File: src/rtl/bpht_update_sched_if.sv
// Port bundle for the BPHT write-side scheduler: EX update strobe, IF read probe,
// flush, and the table's single write port.
interface bpht_update_sched_if #(
  parameter int unsigned h_width = 8
);
  logic               update_en;
  logic [2:0]         kind_ex;
  logic [h_width-1:0] pc_ex_bh_hashed;
  logic               taken_real;
  logic [1:0]         taken_pdch_ex_b;
  logic               flush_all;
  logic               pred_valid;
  logic [h_width-1:0] pc_bh_hashed;
  logic               pht_we;
  logic [h_width-1:0] pht_waddr;
  logic [1:0]         pht_wdata;
  logic               init_busy;
  logic [15:0]        drop_cnt;

  modport master (
    output update_en, kind_ex, pc_ex_bh_hashed, taken_real, taken_pdch_ex_b,
    output flush_all, pred_valid, pc_bh_hashed,
    input  pht_we, pht_waddr, pht_wdata, init_busy, drop_cnt
  );

  modport slave (
    input  update_en, kind_ex, pc_ex_bh_hashed, taken_real, taken_pdch_ex_b,
    input  flush_all, pred_valid, pc_bh_hashed,
    output pht_we, pht_waddr, pht_wdata, init_busy, drop_cnt
  );
endinterface

File: src/rtl/bpht_update_sched.sv
// BPHT write-side controller: 2-bit counter update, small write FIFO drained around
// same-index prediction reads, and a full-table sweep to weakly-not-taken on reset/flush.
module bpht_update_sched #(
  parameter int unsigned h_width = 8,
  parameter int unsigned DEPTH   = 4
) (
  input logic               clk,
  input logic               rstn,
  bpht_update_sched_if.slave bus
);

  localparam int unsigned PW = $clog2(DEPTH);
  localparam logic [PW:0] FULL_CNT = (PW+1)'(DEPTH);

  typedef enum logic {INIT, RUN} state_t;

  state_t             state, state_nxt;
  logic [h_width-1:0] sweep_idx;
  logic [h_width-1:0] fifo_idx [DEPTH];
  logic [1:0]         fifo_ctr [DEPTH];
  logic [PW-1:0]      wr_ptr, rd_ptr;
  logic [PW:0]        count;
  logic               deferred_last;
  logic [15:0]        drop_q;

  logic [1:0] pdch, ctr_new;
  logic       candidate, push_req, push, pop, drop;
  logic       empty, full, defer, sweep_last;

  always_comb begin
    pdch = bus.taken_pdch_ex_b;
    if (bus.taken_real) ctr_new = (pdch == 2'd3) ? 2'd3 : pdch + 2'd1;
    else                ctr_new = (pdch == 2'd0) ? 2'd0 : pdch - 2'd1;
  end

  always_comb begin
    empty      = (count == '0);
    full       = (count == FULL_CNT);
    sweep_last = (sweep_idx == '1);
    defer      = bus.pred_valid && (fifo_idx[rd_ptr] == bus.pc_bh_hashed) && !deferred_last;
    pop        = (state == RUN) && !empty && !defer;
    candidate  = bus.update_en && (bus.kind_ex == 3'd1);
    // Saturated counters need no write; flush and INIT swallow updates silently.
    push_req   = (state == RUN) && !bus.flush_all && candidate && (ctr_new != pdch);
    push       = push_req && (!full || pop);
    drop       = push_req && !push;
  end

  always_ff @(posedge clk or negedge rstn) begin
    if (!rstn) state <= INIT;
    else       state <= state_nxt;
  end

  always_comb begin
    state_nxt = state;
    case (state)
      INIT:    if (!bus.flush_all && sweep_last) state_nxt = RUN;
      RUN:     if (bus.flush_all) state_nxt = INIT;
      default: state_nxt = INIT;
    endcase
  end

  always_comb begin
    bus.pht_we    = 1'b0;
    bus.pht_waddr = '0;
    bus.pht_wdata = '0;
    bus.init_busy = 1'b0;
    case (state)
      INIT: begin
        bus.pht_we    = 1'b1;
        bus.pht_waddr = sweep_idx;
        bus.pht_wdata = 2'b01;
        bus.init_busy = 1'b1;
      end
      RUN: begin
        if (pop) begin
          bus.pht_we    = 1'b1;
          bus.pht_waddr = fifo_idx[rd_ptr];
          bus.pht_wdata = fifo_ctr[rd_ptr];
        end
      end
      default: ;
    endcase
  end

  assign bus.drop_cnt = drop_q;

  always_ff @(posedge clk or negedge rstn) begin
    if (!rstn) begin
      sweep_idx     <= '0;
      wr_ptr        <= '0;
      rd_ptr        <= '0;
      count         <= '0;
      deferred_last <= 1'b0;
      drop_q        <= '0;
    end else begin
      if ((state == INIT) && !bus.flush_all) sweep_idx <= sweep_idx + 1'b1;
      else                                   sweep_idx <= '0;

      if (bus.flush_all) begin
        wr_ptr        <= '0;
        rd_ptr        <= '0;
        count         <= '0;
        deferred_last <= 1'b0;
      end else begin
        if (push) wr_ptr <= wr_ptr + 1'b1;
        if (pop)  rd_ptr <= rd_ptr + 1'b1;
        case ({push, pop})
          2'b10:   count <= count + 1'b1;
          2'b01:   count <= count - 1'b1;
          default: ;
        endcase
        // A deferral forces the next cycle to write, so the head never starves.
        deferred_last <= (state == RUN) && !empty && defer;
      end

      if (drop && (drop_q != '1)) drop_q <= drop_q + 1'b1;
    end
  end

  always_ff @(posedge clk) begin
    if (push) begin
      fifo_idx[wr_ptr] <= bus.pc_ex_bh_hashed;
      fifo_ctr[wr_ptr] <= ctr_new;
    end
  end

endmodule

File: src/flat_wrapper.sv
// flat-port wrapper written by rule: the top's interface ports become plain ports
module bpht_update_sched_flat 
#(
  parameter int unsigned h_width = 8,
  parameter int unsigned DEPTH   = 4
)
  (clk, rstn, bus_update_en, bus_kind_ex, bus_pc_ex_bh_hashed, bus_taken_real, bus_taken_pdch_ex_b, bus_flush_all, bus_pred_valid, bus_pc_bh_hashed, bus_pht_we, bus_pht_waddr, bus_pht_wdata, bus_init_busy, bus_drop_cnt);
  bpht_update_sched_if #(.h_width(h_width)) bus_i ();
  input logic clk;
  input logic rstn;
  input wire logic [$bits(bus_i.update_en)-1:0] bus_update_en;
  input wire logic [$bits(bus_i.kind_ex)-1:0] bus_kind_ex;
  input wire logic [$bits(bus_i.pc_ex_bh_hashed)-1:0] bus_pc_ex_bh_hashed;
  input wire logic [$bits(bus_i.taken_real)-1:0] bus_taken_real;
  input wire logic [$bits(bus_i.taken_pdch_ex_b)-1:0] bus_taken_pdch_ex_b;
  input wire logic [$bits(bus_i.flush_all)-1:0] bus_flush_all;
  input wire logic [$bits(bus_i.pred_valid)-1:0] bus_pred_valid;
  input wire logic [$bits(bus_i.pc_bh_hashed)-1:0] bus_pc_bh_hashed;
  output wire logic [$bits(bus_i.pht_we)-1:0] bus_pht_we;
  output wire logic [$bits(bus_i.pht_waddr)-1:0] bus_pht_waddr;
  output wire logic [$bits(bus_i.pht_wdata)-1:0] bus_pht_wdata;
  output wire logic [$bits(bus_i.init_busy)-1:0] bus_init_busy;
  output wire logic [$bits(bus_i.drop_cnt)-1:0] bus_drop_cnt;
  assign bus_i.update_en = bus_update_en;
  assign bus_i.kind_ex = bus_kind_ex;
  assign bus_i.pc_ex_bh_hashed = bus_pc_ex_bh_hashed;
  assign bus_i.taken_real = bus_taken_real;
  assign bus_i.taken_pdch_ex_b = bus_taken_pdch_ex_b;
  assign bus_i.flush_all = bus_flush_all;
  assign bus_i.pred_valid = bus_pred_valid;
  assign bus_i.pc_bh_hashed = bus_pc_bh_hashed;
  assign bus_pht_we = bus_i.pht_we;
  assign bus_pht_waddr = bus_i.pht_waddr;
  assign bus_pht_wdata = bus_i.pht_wdata;
  assign bus_init_busy = bus_i.init_busy;
  assign bus_drop_cnt = bus_i.drop_cnt;
  bpht_update_sched #(.h_width(h_width), .DEPTH(DEPTH)) u_core (.clk(clk), .rstn(rstn), .bus(bus_i));
endmodule
File: config.mk
export PLATFORM = sky130hd
export DESIGN_NAME = bpht_update_sched_flat
export DESIGN_NICKNAME = d
export VERILOG_FILES = /design/src/rtl/bpht_update_sched_if.sv /design/src/rtl/bpht_update_sched.sv /design/src/flat_wrapper.sv
export SDC_FILE = /design/constraint.sdc
export NUM_CORES = 1
export LEC_CHECK = 0
export ABC_AREA = 1
export CAP_MARGIN = 20
export CORE_UTILIZATION = 60
export CTS_BUF_LIST = sky130_fd_sc_hd__clkbuf_4 sky130_fd_sc_hd__clkbuf_8
export DETAILED_ROUTE_END_ITERATION = 6
export PLACE_DENSITY = 0.93
export SYNTH_ARGS = -nofsm -noshare
export SYNTH_HDL_FRONTEND = slang
export SYNTH_SLANG_ARGS = --single-unit
File: constraint.sdc
create_clock -name clk -period 4.1 [get_ports clk]
set_input_delay 0.82 -clock clk [delete_from_list [all_inputs] [get_ports clk]]
set_output_delay 0.82 -clock clk [all_outputs]
set_load 0.02 [all_outputs]
# After elaboration in Yosys (flattened, before gate mapping)
# Memory sizes are Yosys's and may differ from the RTL's.
# Index checks and enable logic that the tools add are counted.
classes:
  bitwise: 1
  n_addsub: 8
  n_eq_ne: 9
  n_reduce_logical: 26
  muxes: 23
ops:
  columns: ["cell", "n"]
  rows:
  - ["adder 16 x 1 -> 16 bit (second input constant)", 1]
  - ["2-to-1 mux 2 bit", 8]
  - ["2-to-1 mux 8 bit", 2]
  - ["inequality test 16 bit (second input constant)", 1]
  - ["one-hot mux 8 bit (2 select lines)", 1]
  - ["logical AND 1 bit", 14]
  - ["adder 8 x 1 -> 8 bit (second input constant)", 1]
  - ["== test 8 bit", 1]
  - ["== test 8 bit (second input constant)", 1]
  - ["2-to-1 mux 1 bit", 7]
  - ["adder 2 x 1 -> 2 bit (second input constant)", 3]
  - ["logical NOT 1 bit", 6]
  - ["one-hot mux 3 bit (2 select lines)", 1]
  - ["== test 2 bit (second input constant)", 2]
  - ["one-hot mux 1 bit (2 select lines)", 2]
  - ["one-hot mux 2 bit (2 select lines)", 1]
  - ["nonzero test 2 bit", 2]
  - ["adder 3 x 1 -> 3 bit (second input constant)", 1]
  - ["== test 3 x 1 -> 1 bit (second input constant)", 1]
  - ["== test 3 bit (second input constant)", 1]
  - ["logical NOT 3 bit", 1]
  - ["2-to-1 mux 3 bit", 1]
  - ["nonzero test 3 bit", 1]
  - ["subtractor 3 x 1 -> 3 bit (second input constant)", 1]
  - ["other kinds (6)", 6]
word_totals:
  regBits: 33
  ramBits: 40
  inputBits: 27
  n_memories: 2
  wordCells: 76
  output_inout_bits: 28
mem_list:
  columns: ["name", "words", "width", "read_ports", "rd_ports_with_merged_regs", "wr", "line_no", "source"]
  rows:
  - ["u_core.fifo_idx", 4, 8, 1, 0, 1, "bpht_update_sched.sv:19", "logic [h_width-1:0] fifo_idx [DEPTH];"]
  - ["u_core.fifo_ctr", 4, 2, 1, 0, 1, "bpht_update_sched.sv:20", "logic [1:0] fifo_ctr [DEPTH];"]

# Depth between registers and ports, before layout
# An unclocked memory read counts as a cell.
logic_depth:
  depth_word: 11
  depth_mapped: 21
  depth_no_buf: 20

# Worst setup path before layout
# Ideal clock, no wire load.
synth_path:
  kind: "input port to output port"
  start: "input bus_pc_bh_hashed[7]"
  end: "output bus_pht_wdata[1]"
  path_stages: 10
  path_buffers: 2
  t_required_ns: 3.280
  t_arrival_ns: 1.938
  setup_slack_ns: 1.342
  cell_sequence: "nand3b_1 nand2_1 nor2_1 nand2_1 nor2_2 nand2_2 nand2_2 buf_6 buf_2 a21oi_1"
synth_between:
  elab_chain_cells: 7
synth_lines:
  columns: ["element", "line_no", "source"]
  rows:
  - ["start: declaration", "flat_wrapper.sv:18", "input wire logic [$bits(bus_i.pc_bh_hashed)-1:0] bus_pc_bh_hashed;"]
  - ["== test 8 bit", "bpht_update_sched.sv:40", "defer = bus.pred_valid && (fifo_idx[rd_ptr] == bus.pc_bh_hashed) && !deferred_last;"]
  - ["logical AND 1 bit (2 in series)", "bpht_update_sched.sv:40", null]
  - ["logical NOT 1 bit", "bpht_update_sched.sv:41", "pop = (state == RUN) && !empty && !defer;"]
  - ["logical AND 1 bit", "bpht_update_sched.sv:41", null]
  - ["2-to-1 mux 2 bit", "bpht_update_sched.sv:76", "if (pop) begin"]
  - ["one-hot mux 2 bit (2 select lines)", "bpht_update_sched.sv:68", "case (state)"]
  - ["end: declaration", "flat_wrapper.sv:21", "output wire logic [$bits(bus_i.pht_wdata)-1:0] bus_pht_wdata;"]
# Every way passes these cells.

# Worst setup path after layout
layout_path:
  start: "register u_core.rd_ptr[0]"
  end: "output bus_pht_wdata[1]"
layout_between:
  elab_chain_cells: 8
  word_cells_on_any_way: 9
  cone_classes: "1 x eq/ne; 2 x mux; 4 x reduce/logical; 2 x memory"
layout_lines:
  columns: ["element", "line_no", "source"]
  rows:
  - ["start: declaration", "bpht_update_sched.sv:21", "logic [PW-1:0] wr_ptr, rd_ptr;"]
  - ["start signal: assignment", "bpht_update_sched.sv:107", "if (pop) rd_ptr <= rd_ptr + 1'b1;"]
  - ["memory (4 x 8 bit)", null, null]
  - ["== test 8 bit", "bpht_update_sched.sv:40", null]
  - ["logical AND 1 bit (2 in series)", "bpht_update_sched.sv:40", null]
  - ["logical NOT 1 bit", "bpht_update_sched.sv:41", null]
  - ["logical AND 1 bit", "bpht_update_sched.sv:41", null]
  - ["2-to-1 mux 2 bit *", "bpht_update_sched.sv:76", null]
  - ["one-hot mux 2 bit (2 select lines) *", "bpht_update_sched.sv:68", null]
# Mark *: on every way between the ends. The rest lies on a longest branch, timed or not.

==> results by group <==
Run status
  – Outcome: complete, no violations

Critical path
  – Worst R2R Start: u_core.rd_ptr[0]$_DFFE_PN0P_
  – R2R Path End: u_core.fifo_idx[3][6]$_DFFE_PP_
  – Crit path cell chain: inv_2 -> nand2_1 -> nand3_1 -> nand2_1 -> or2_0 -> nand3_1 -> nor2_2 -> nand2_2 -> nand2_2 -> a21oi_1 -> clkdlybuf4s50_1
  – Critical path peak fanout: 21
  – Buf+Inv Stages, Crit Path: 2
  – R2r setup slk: 1.18 ns
  – Crit start category: flip-flop
  – Worst path slowest cell: clkdlybuf4s50_1
  – Endpoint class of the critical path: output pin
  – Kind of critical path: flip-flop to output pin
  – Kind of cell adding the most delay to the critical path: simple AND/OR/NAND/NOR gates
  – Max incr delay on CP: about 0.64 ns
  – Critical path arrival: 2.96 ns
  – WP data required: 3.28 ns
  – Worst Reg-to-Reg Cells: 13

Routing
  – Routed wire length: about 8300 µm
  – Antenna viol nets, final: 0
  – Drt wl/cell: approximately 16 µm
  – Vias after detailed routing: approximately 3.0k
  – DR iter-0 viols: between 200 and 300
  – Drt drc: 0
  – Via/cell ratio: 5.630
  – Drt first pass iters: 5

Floorplan
  – I/O pin total: 55
  – Die height: 79.83 µm
  – Initial core utilization: about 64%
  – Die width: between 70 and 80 µm
  – Core area: about 5700 µm²
  – Row Count: 27
  – Die ar.: between 6000 and 7000 µm²

Pwr
  – P_sw: 0.0003195 W
  – Cell Int Power: around 0.0011 W
  – Seq pwr share: 54.5%
  – Peak VDD IR: 0.2052 mV
  – Sw frac: 22.09%
  – P_leak: about 1.9 nW
  – Clock share of power: about two fifths
  – Logic pwr share: under 10%
  – Power Density: around 330 nW/µm²

Timing
  – Skew final: 0.008645 ns
  – Endpoints failing setup: 0
  – Period utilization: approximately 92%
  – RSZ-0062 raised after global routing: false
  – Sum Neg Setup Slack: 0 ns
  – Fmax: around 260 MHz
  – Worst-margin pin slew: just under 0.9 ns
  – Hold Violations, Final: 0
  – Fin Hold WS: 0.4813 ns
  – Slew Viols, Final: 0
  – Worst slew margin: approximately 41%
  – Final min period: roughly 3.8 ns

CTS
  – Max H-tree Level: 3
  – Clock Sinks: 73
  – Clk buf depth: 2
  – CTS tree: built
  – Clock root buffer: clkbuf_8
  – CTS Buf Count: 9
  – Post-CTS sizing: 0
  – Hold-fix buffers, CTS: 0
  – Clock latency on the worst-skew pair: about 0.35 ns
  – Worst-path clk slew: roughly 0.08 ns
  – Setup Fix Bufs, Post-CTS: 0

Worst hold path
  – Worst Hold Depth: 1
  – Critical hold path startpoint: u_core.sweep_idx[0]$_DFF_PN0_
  – Hold Crit Class: flip-flop to flip-flop
  – WHS Endpoint: u_core.sweep_idx[0]$_DFF_PN0_

Yosys
  – Post-Syn Area: 3635 µm²
  – Syn Inst Count: 395
  – Net count after synthesis: ~430
  – Yosys warns: 0
  – Yosys reg bits: 73
  – Avg Inst Size Synth: slightly above 9 µm²
  – Post-synthesis sequential area ratio: between 50% and 60%
  – Post-synth cell types: 31

Cells and area
  – FILL cells: roughly 370
  – ANT cells: 0
  – Fraction of layout cells with a size suffix above 1: ~6.7%
  – Nets: between 400 and 500
  – Area Overhead vs Synth: 22.41%

Global route
  – First-pass GRT wire length: about 14000 µm
  – Largest net degree at the start of global routing: 34
  – Total grt overflow: 0
  – Vias in the first global route: just under 3k
  – GR Util All Layers: 28.79%
  – Initial antenna violation count: 0

Placement
  – I/O Buffers: 54
  – Routability congestion estimate: slightly below 0.9
  – Final HPWL DP: around 6000 µm

Flow run
  – Number of max-cap violations: 0
## logic make-up (layout without fill, tap and decap cells)
group | after synthesis | in the layout | synth area share, %
AND/OR/NAND/NOR | 217 | 217 | 26.82
AO/OA/AOI/OAI | 26 | 26 | 3.958
buffers and inverters | 53 | 119 | 6.265
flip-flops | 73 | 73 | 55.77
adder cells (fa/ha/maj) | 7 | 7 | 2.616
XOR/XNOR | 19 | 19 | 4.578
## worst reg2reg max path, cell delays in order, from the launching register on
cell and delay, ns:
dfrtp_1 0.40, inv_2 0.28, nand2_1 0.12, nand3_1 0.10
nand2_1 0.11, or2_0 0.22, nand3_1 0.09, nor2_2 0.05
nand2_2 0.08, nand2_2 0.24, nand2_2 0.21, nand2_1 0.14
nor2_1 0.34, buf_4 0.25
## through the flow
stage          utilization, %  instance area [µm²]  instances  worst slack [ns]  power [W]
2_1_floorplan               -                 3635        395             1.342  0.0008427
3_3_place_gp            74.87                 4249        517            0.4485  0.0008892
3_5_place_dp            74.87                 4249        517            0.3241  0.0008951
4_1_cts                 78.40                 4449        533            0.3190   0.001451
5_1_grt                 78.40                 4449        533            0.1242   0.001491
6_report                78.40                 4449        533            0.3217   0.001446
## area by class of cell
class / instances / area, µm² / area share, %
clock buffer: 12 / 146.4 / 3.290
sequential: 73 / 2027 / 45.56
timing repair buffer: 61 / 593.1 / 13.33
tap: 72 / 90.09 / 2.025
multi-input combinational: 269 / 1380 / 31.02
clock inverter: 4 / 53.80 / 1.209
inverter: 42 / 158.9 / 3.571
## cells in the final DEF, fill, tap and decap left out, types with 2 or more instances in the layout
cell and n:
nor3_1 11, dfrtp_1 33, nand2_1 104, ha_1 6, nand3_1 34, clkbuf_8 9
buf_4 7, o21ai_0 8, a21oi_1 5, clkinvlp_4 2, nor2_1 34, a31oi_1 2
o22ai_1 9, edfxtp_1 40, clkbuf_4 3, xnor2_1 8, clkdlybuf4s50_1 54, nor4_1 2
inv_1 40, nand3b_1 4, o21ai_1 2, xor2_1 11, nand4_1 17, nor3b_1 4
nand2_2 3
## synth_stat cells (all sizes together)
master / count / area [µm²]
nor2: 35 / 133.9
xnor2: 8 / 70.07
fa: 1 / 20.02
clkinv: 1 / 5.000
a31oi: 2 / 12.51
o22ai: 9 / 56.30
or2: 1 / 6.260
inv: 41 / 153.9
nand3b: 5 / 41.29
xor2: 11 / 96.34
a21oi: 5 / 25.02
nand3: 35 / 180.2
nor4: 2 / 12.51
edfxtp: 40 / 1201
nand2: 107 / 409.1
nand4: 17 / 106.4
buf: 8 / 57.55
dfrtp: 33 / 825.8
nor3: 11 / 55.05
nor3b: 4 / 30.03
clkbuf: 3 / 11.26
ha: 6 / 75.07
o21ai: 10 / 50.05
## flip-flops by register name, summed over array words and instances, names as in the netlist
name,count
u_core.rd_ptr,2
u_core.deferred_last,1
u_core.wr_ptr,2
u_core.bus.drop_cnt,16
u_core.sweep_idx,8
u_core.fifo_ctr,8
u_core.count,3
u_core.fifo_idx,32
u_core.state,1
## per-layer routing
layer | track usage [%] | up-vias | wire length, µm
met2 | 48.29 | 123 | 4202
met3 | 7.200 | 17 | 547
met5 | 0 | - | 0
met1 | 36.31 | 1420 | 3472
met4 | 10.00 | 0 | 126
li1 | - | 1441 | -
## worst max-delay path by stage
stage / startpoint / endpoint / slack [ns] / cells after the start
floorplan: bus_pc_bh_hashed[7] / bus_pht_wdata[1] / 1.34 / 10
global placement: bus_pc_bh_hashed[4] / bus_pht_wdata[0] / 0.45 / 13
detailed placement: bus_pc_bh_hashed[6] / bus_pht_wdata[0] / 0.32 / 12
CTS: bus_pc_bh_hashed[6] / bus_pht_wdata[0] / 0.32 / 12
global route: u_core.rd_ptr[1]$_DFFE_PN0P_ / bus_pht_wdata[0] / 0.12 / 13
finish: u_core.rd_ptr[0]$_DFFE_PN0P_ / bus_pht_wdata[1] / 0.32 / 11
## power groups by stage
stage	Clock [W]	Combinational [W]	Sequential [W]
2_1_floorplan	0	0.0000399	0.000803
3_3_place_gp	0	0.0000857	0.000804
3_5_place_dp	0	0.0000907	0.000804
4_1_cts	0.000571	0.0000913	0.000789
5_1_grt	0.000601	0.000100	0.000790
6_report	0.000566	0.0000915	0.000789
No activity file was read; power rests on OpenSTA's default activity.
